### src/rtl/cruise_pkg.sv
// cruise_pkg: shared ALU mode codes, FSM/phase encodings and default limits for the cruise controller.
package cruise_pkg;
    localparam logic [1:0] MODE_INC  = 2'd0;
    localparam logic [1:0] MODE_DEC  = 2'd1;
    localparam logic [1:0] MODE_PASS = 2'd2;
    localparam logic [1:0] MODE_CMP  = 2'd3;
    localparam int DEF_MIN_CRUISE = 45;
    localparam int DEF_MAX_SPEED  = 200;
    typedef enum logic [1:0] {ST_OFF = 2'd0, ST_CRUISE = 2'd1, ST_ACCEL = 2'd2} state_t;
    typedef enum logic [1:0] {PH_IDLE = 2'd0, PH_CMP = 2'd1, PH_UPD = 2'd2} phase_t;
    function automatic logic [7:0] clamp_speed(input logic [7:0] v, input logic [7:0] max_v);
        return (v > max_v) ? max_v : v;
    endfunction
endpackage

### src/rtl/cruise_controller_tick_gen.sv
// tick_gen: free-running modulo-TICK_DIV counter; tick is high in the last count of each period.
module tick_gen #(
    parameter int TICK_DIV = 4
) (
    input  logic clk,
    input  logic reset,
    output logic tick
);
    localparam int CW = $clog2(TICK_DIV);
    localparam logic [CW-1:0] LAST = CW'(TICK_DIV - 1);
    logic [CW-1:0] cnt_q, cnt_d;
    always_comb cnt_d = (cnt_q == LAST) ? '0 : cnt_q + 1'b1;
    always_ff @(posedge clk)
        if (reset) cnt_q <= '0;
        else       cnt_q <= cnt_d;
    assign tick = (cnt_q == LAST);
endmodule

### src/rtl/cruise_controller.sv
// cruise_controller: owns speed/set-point registers and sequences the external ALU
// through a CMP then UPD cycle after every speed tick.
module cruise_controller import cruise_pkg::*; #(
    parameter int TICK_DIV   = 4,
    parameter int MIN_CRUISE = DEF_MIN_CRUISE,
    parameter int MAX_SPEED  = DEF_MAX_SPEED
) (
    input  logic       clk,
    input  logic       reset,
    input  logic       cruise_on,
    input  logic       cruise_off,
    input  logic       accel,
    input  logic       brake,
    input  logic       speed_load,
    input  logic [7:0] speed_in,
    input  logic [7:0] alu_result,
    input  logic       alu_g,
    input  logic       alu_eq,
    input  logic       alu_l,
    output logic [1:0] alu_mode,
    output logic [7:0] alu_current,
    output logic [7:0] alu_default,
    output logic [7:0] speed,
    output logic [7:0] set_speed,
    output logic       cruise_active,
    output logic [1:0] state
);
    localparam logic [7:0] MIN_C = 8'(MIN_CRUISE);
    localparam logic [7:0] MAX_S = 8'(MAX_SPEED);

    logic       tick, stop;
    state_t     state_q, state_d;
    phase_t     phase_q, phase_d;
    logic [1:0] mode_q, mode_d, want_mode, upd_mode;
    logic [7:0] speed_q, speed_d, set_speed_q, set_speed_d;
    logic       active_q, active_d;

    tick_gen #(.TICK_DIV(TICK_DIV)) u_tick (.clk(clk), .reset(reset), .tick(tick));

    always_ff @(posedge clk)
        if (reset) begin
            state_q     <= ST_OFF;
            phase_q     <= PH_IDLE;
            mode_q      <= MODE_PASS;
            speed_q     <= '0;
            set_speed_q <= '0;
            active_q    <= 1'b0;
        end else begin
            state_q     <= state_d;
            phase_q     <= phase_d;
            mode_q      <= mode_d;
            speed_q     <= speed_d;
            set_speed_q <= set_speed_d;
            active_q    <= active_d;
        end

    always_comb begin
        stop = brake | cruise_off;
        case (state_q)
            ST_OFF:    state_d = (cruise_on && !stop && speed_q >= MIN_C) ? ST_CRUISE : ST_OFF;
            ST_CRUISE: state_d = stop ? ST_OFF : accel ? ST_ACCEL : ST_CRUISE;
            ST_ACCEL:  state_d = stop ? ST_OFF : accel ? ST_ACCEL : ST_CRUISE;
            default:   state_d = ST_OFF;
        endcase
    end

    // The UPD mode is chosen during CMP (flags valid, next state known) and registered.
    always_comb begin
        phase_d = tick ? PH_CMP : (phase_q == PH_CMP) ? PH_UPD : PH_IDLE;
        speed_d = speed_load ? clamp_speed(speed_in, MAX_S) : (phase_q == PH_UPD) ? alu_result : speed_q;
        set_speed_d = (state_d == ST_CRUISE && state_q != ST_CRUISE) ? speed_q :
                      (state_q == ST_ACCEL && state_d == ST_ACCEL && phase_q == PH_UPD) ? speed_d :
                      set_speed_q;
        want_mode = (state_d == ST_ACCEL) ? MODE_INC :
                    (state_d == ST_CRUISE) ? (alu_eq ? MODE_PASS : alu_g ? MODE_DEC : alu_l ? MODE_INC : MODE_PASS) :
                    (accel ? MODE_INC : MODE_DEC);
        upd_mode = ((want_mode == MODE_INC && speed_d == MAX_S) ||
                    (want_mode == MODE_DEC && speed_d == 8'd0)) ? MODE_PASS : want_mode;
        mode_d = (phase_d == PH_CMP) ? MODE_CMP : (phase_d == PH_UPD) ? upd_mode : MODE_PASS;
        active_d = (state_d != ST_OFF);
    end

    assign alu_mode      = mode_q;
    assign alu_current   = speed_q;
    assign alu_default   = set_speed_q;
    assign speed         = speed_q;
    assign set_speed     = set_speed_q;
    assign cruise_active = active_q;
    assign state         = state_q;
endmodule

### config.mk
export PLATFORM = sky130hd
export DESIGN_NAME = cruise_controller
export DESIGN_NICKNAME = d
export VERILOG_FILES = /design/src/rtl/cruise_pkg.sv /design/src/rtl/cruise_controller_tick_gen.sv /design/src/rtl/cruise_controller.sv
export SDC_FILE = /design/constraint.sdc
export NUM_CORES = 1
export LEC_CHECK = 0
export ABC_AREA = 1
export BUFFER_PORTS_ARGS = -buffer_cell sky130_fd_sc_hd__buf_4
export CORE_MARGIN = 1
export CORE_UTILIZATION = 43
export CTS_CLUSTER_DIAMETER = 150
export DETAILED_ROUTE_END_ITERATION = 16
export PLACE_DENSITY = 0.75
export SYNTH_ARGS = -nofsm -noshare
export SYNTH_HDL_FRONTEND = slang
export SYNTH_SLANG_ARGS = --single-unit
### constraint.sdc
create_clock -name clk -period 1.49 [get_ports clk]
set_input_delay 0 -clock clk [delete_from_list [all_inputs] [get_ports clk]]
set_output_delay 0 -clock clk [all_outputs]
set_load 0.01 [all_outputs]
==> results_dict.tcl <==
set metrics [dict create \
    outcome "finished, violations left" \
    violations "setup timing" \
    synth_edf_count 0 \
    setup_viol 10 \
    via_per_inst 4.781 \
    grt_util_all_layers 0.2229 \
    relSlewSlack 0.7966 \
    worstMarginPinSlew_ns 0.3027 \
    async_reset_ff_frac 0 \
    clockRootBuffer "clkbuf_4" \
    wl_um 4167 \
    max-cap-violations 0 \
    yosys_register_bits 25 \
    grt_max_degree 19 \
    first_pass_iters 4 \
    critPathBufInv 3 \
    r2r-end "alu_default[4]" \
    crit_path_end_kind "flip-flop" \
    chipHeight_um 62.12 \
    syn-num-nets 264 \
    rows 21 \
    critPathLaunchType "flip-flop" \
    finClkSkew_ns 0.006351 \
    setup_ws_ns -0.1358 \
    worst_path_dominant_cell_family "simple AND/OR/NAND/NOR gates" \
    synth_seq_area_share 0.3221 \
    die_area_um2 3858 \
    cellPowerDensity_nw_per_um2 617.4 \
    tns_ns -0.8277 \
    final_cells 365 \
    cts.reportedPaths.clkPinSlew_ns 0.15 \
    crit_arrival_ns 1.91 \
    startpoint "state[0]" \
    netlist_instances 233 \
    gp_congestion 0.9194 \
    critPathMaxStageDelay_ns 0.37 \
    cp_common_cell "inv_1" \
    hpwl_um 3098 \
    fmax_mhz 615.1 \
    min_path_type "in -> reg" \
    place_inst 350 \
    worst_path_max_delay_cell "dfxtp_2" \
    postLayoutCellArea_um2 2356 \
    worstSetupPathType "reg -> reg" \
    holdPathStages 4 \
    initial_utilization 0.4585 \
    overflow 0 \
    antenna_found_initial 0 \
    antennaDiodeCount 0 \
    drtIter0Drc 67 \
    synth.distinct_cells 28 \
    placedInstanceArea_um2 2185 \
    ant_nets 0 \
    port_buffers 62 \
    slew_viol_final 0 \
    htree_levels 1 \
    ys.flop_type "dfxtp_1" \
    hold_path_end "alu_current[4]" \
    leakage_uw 0.001229 \
    boundaryPins 63 \
    nets 351 \
    clkLatencyLatePin_ns 0.34 \
    crit_fanout 6 \
    clock_path_buffers 2 \
    path_cells "inv_1 -> buf_4 -> ha_1 -> inv_1 -> nor2_4 -> nand3_4 -> or2_0 -> a21boi_1 -> a21oi_1" \
    grt_pass1_wl_um 6927 \
    timing.rr.start "state[0]" \
    rsz0062_at_grt "yes" \
    worstPathRequired_ns 1.77 \
    grt_pass1_vias 1604 \
    netlist_area_um2 1554 \
    cts_buffers 3 \
    core_um2 3390 \
    post-route-period-util 1.091 \
    wl_per_cell_um 11.42 \
    cts_tree "built" \
    r2r_slack_ns -0.14 \
    hold_path_startpoint "speed_load" \
    syn_to_final_growth_pct 51.61 \
    drive_above_1_share 0.3856 \
    hold_ws_ns 0.02496 \
    avgSynthCellArea_um2 6.669 \
    period_needed_ns 1.626 \
    drc 0 \
    die_w_um 62.12 \
    hold_viol_final 0 \
    r2r_cells 9 \
    ys_warn_count 0 \
    cts_num_sinks 25 \
    ir_worst_vdd_mv 0.3436 \
    vias 1745 \
]
-- sequential cells by signal (all words and copies together) (netlist names) --
| register | flops |
|---|---|
| u_tick.cnt_q | 2 |
| alu_mode | 2 |
| alu_default | 8 |
| phase_q | 2 |
| state | 2 |
| cruise_active | 1 |
| alu_current | 8 |
-- layout by cell type (no fill, tap or decap) --
master         instances
inv_2                  3
nand3b_1               1
a21boi_1               1
inv_1                 31
clkinv_4               1
o21ai_1                4
buf_4                 94
nand2_2                3
clkbuf_4               3
nand2_4                3
nand3_4                2
nand2_1               56
or2_0                  2
nor2_1                27
ha_4                   2
o211ai_1               3
a21oi_2                1
dfxtp_2                3
clkinvlp_4             1
nor3_1                 1
nor3_4                 1
o21ai_0                2
buf_12                 1
dfxtp_1               22
ha_1                   3
nand3_2                1
nand4_1                4
nand3_1               17
nor2_4                 2
dlygate4sd3_1          6
a21oi_1               16
buf_6                  2
-- stage by stage --
step                      utilization  worst slack [ns]  power, uW
after floorplan                     -          -0.02043      924.0
after global placement         0.6445          -0.08809       1099
after detailed placement       0.6445           -0.1030       1104
after CTS                      0.6884          -0.08843       1448
after global routing           0.6951           -0.2287       1533
final                          0.6951           -0.1358       1455
-- power by group --
part / internal (uW) / total (uW) / leakage, uW / switching [uW]
clock network: 103 / 339 / 0.0000139 / 236
registers: 698 / 715 / 0.000206 / 16.5
logic: 207 / 401 / 0.00101 / 194
-- layer usage --
metal,global-route usage,share of wire,vias to the layer above
met2,0.4190,0.51,62
met5,0,0,-
met3,0.02941,0.053,6
li1,-,-,886
met4,0.05523,0.013,0
met1,0.2643,0.43,791
-- tightest hold or removal path, cell delays in order --
cell	delay [ns]
buf_4	0.13
nand2_1	0.07
nand2_1	0.09
nor2_1	0.04
-- worst max path at each step --
stage	to	slack, ns	depth (start not counted)
after global placement	alu_mode[1]	-0.09	8
final	alu_default[4]	-0.14	9
after floorplan	alu_default[4]	-0.02	8
after CTS	alu_default[4]	-0.09	8
after detailed placement	alu_default[2]	-0.10	9
after global routing	alu_default[4]	-0.23	9
-- final cells by class --
| class | instances | area, um^2 |
|---|---|---|
| clock buffers | 3 | 22.52 |
| multi-input cells | 152 | 819.5 |
| clock inverters | 1 | 7.507 |
| fillers | 313 | 1033 |
| well taps | 46 | 57.56 |
| flip-flops and latches | 25 | 504.2 |
| repair buffers | 103 | 808.3 |
| inverters | 35 | 136.4 |
-- kinds of logic (layout without fill, tap and decap cells) --
kind of cell | count (synthesis) | in the layout | share of synthesized area
flip-flops | 25 | 25 | 0.3221
AND/OR/NAND/NOR | 120 | 120 | 0.3591
adder cells (fa/ha/maj) | 5 | 5 | 0.04026
buffers and inverters | 56 | 142 | 0.1828
AO/OA/AOI/OAI | 27 | 27 | 0.09581
-- cell usage after synthesis, types with 3 or more instances --
library cell | instances | area share
o211ai_1 | 3 | 0.014
ha_1 | 5 | 0.040
nand4_1 | 4 | 0.016
inv_1 | 31 | 0.075
dfxtp_1 | 25 | 0.32
nand3_1 | 18 | 0.058
inv_2 | 3 | 0.0072
o21ai_1 | 3 | 0.0097
buf_4 | 17 | 0.082
nand2_1 | 58 | 0.14
a21oi_1 | 16 | 0.052
nor2_1 | 27 | 0.065
o21ai_0 | 3 | 0.0097
-- timing repair --
item                       CTS  global route
hold buffers                 6             0
hold endpoints to repair    16             0
buffers inserted             3             2
pin swaps                    3             0
resized for setup            8             3
setup endpoints to repair   10            10
Note: power is estimated with default switching activity, not from simulation.
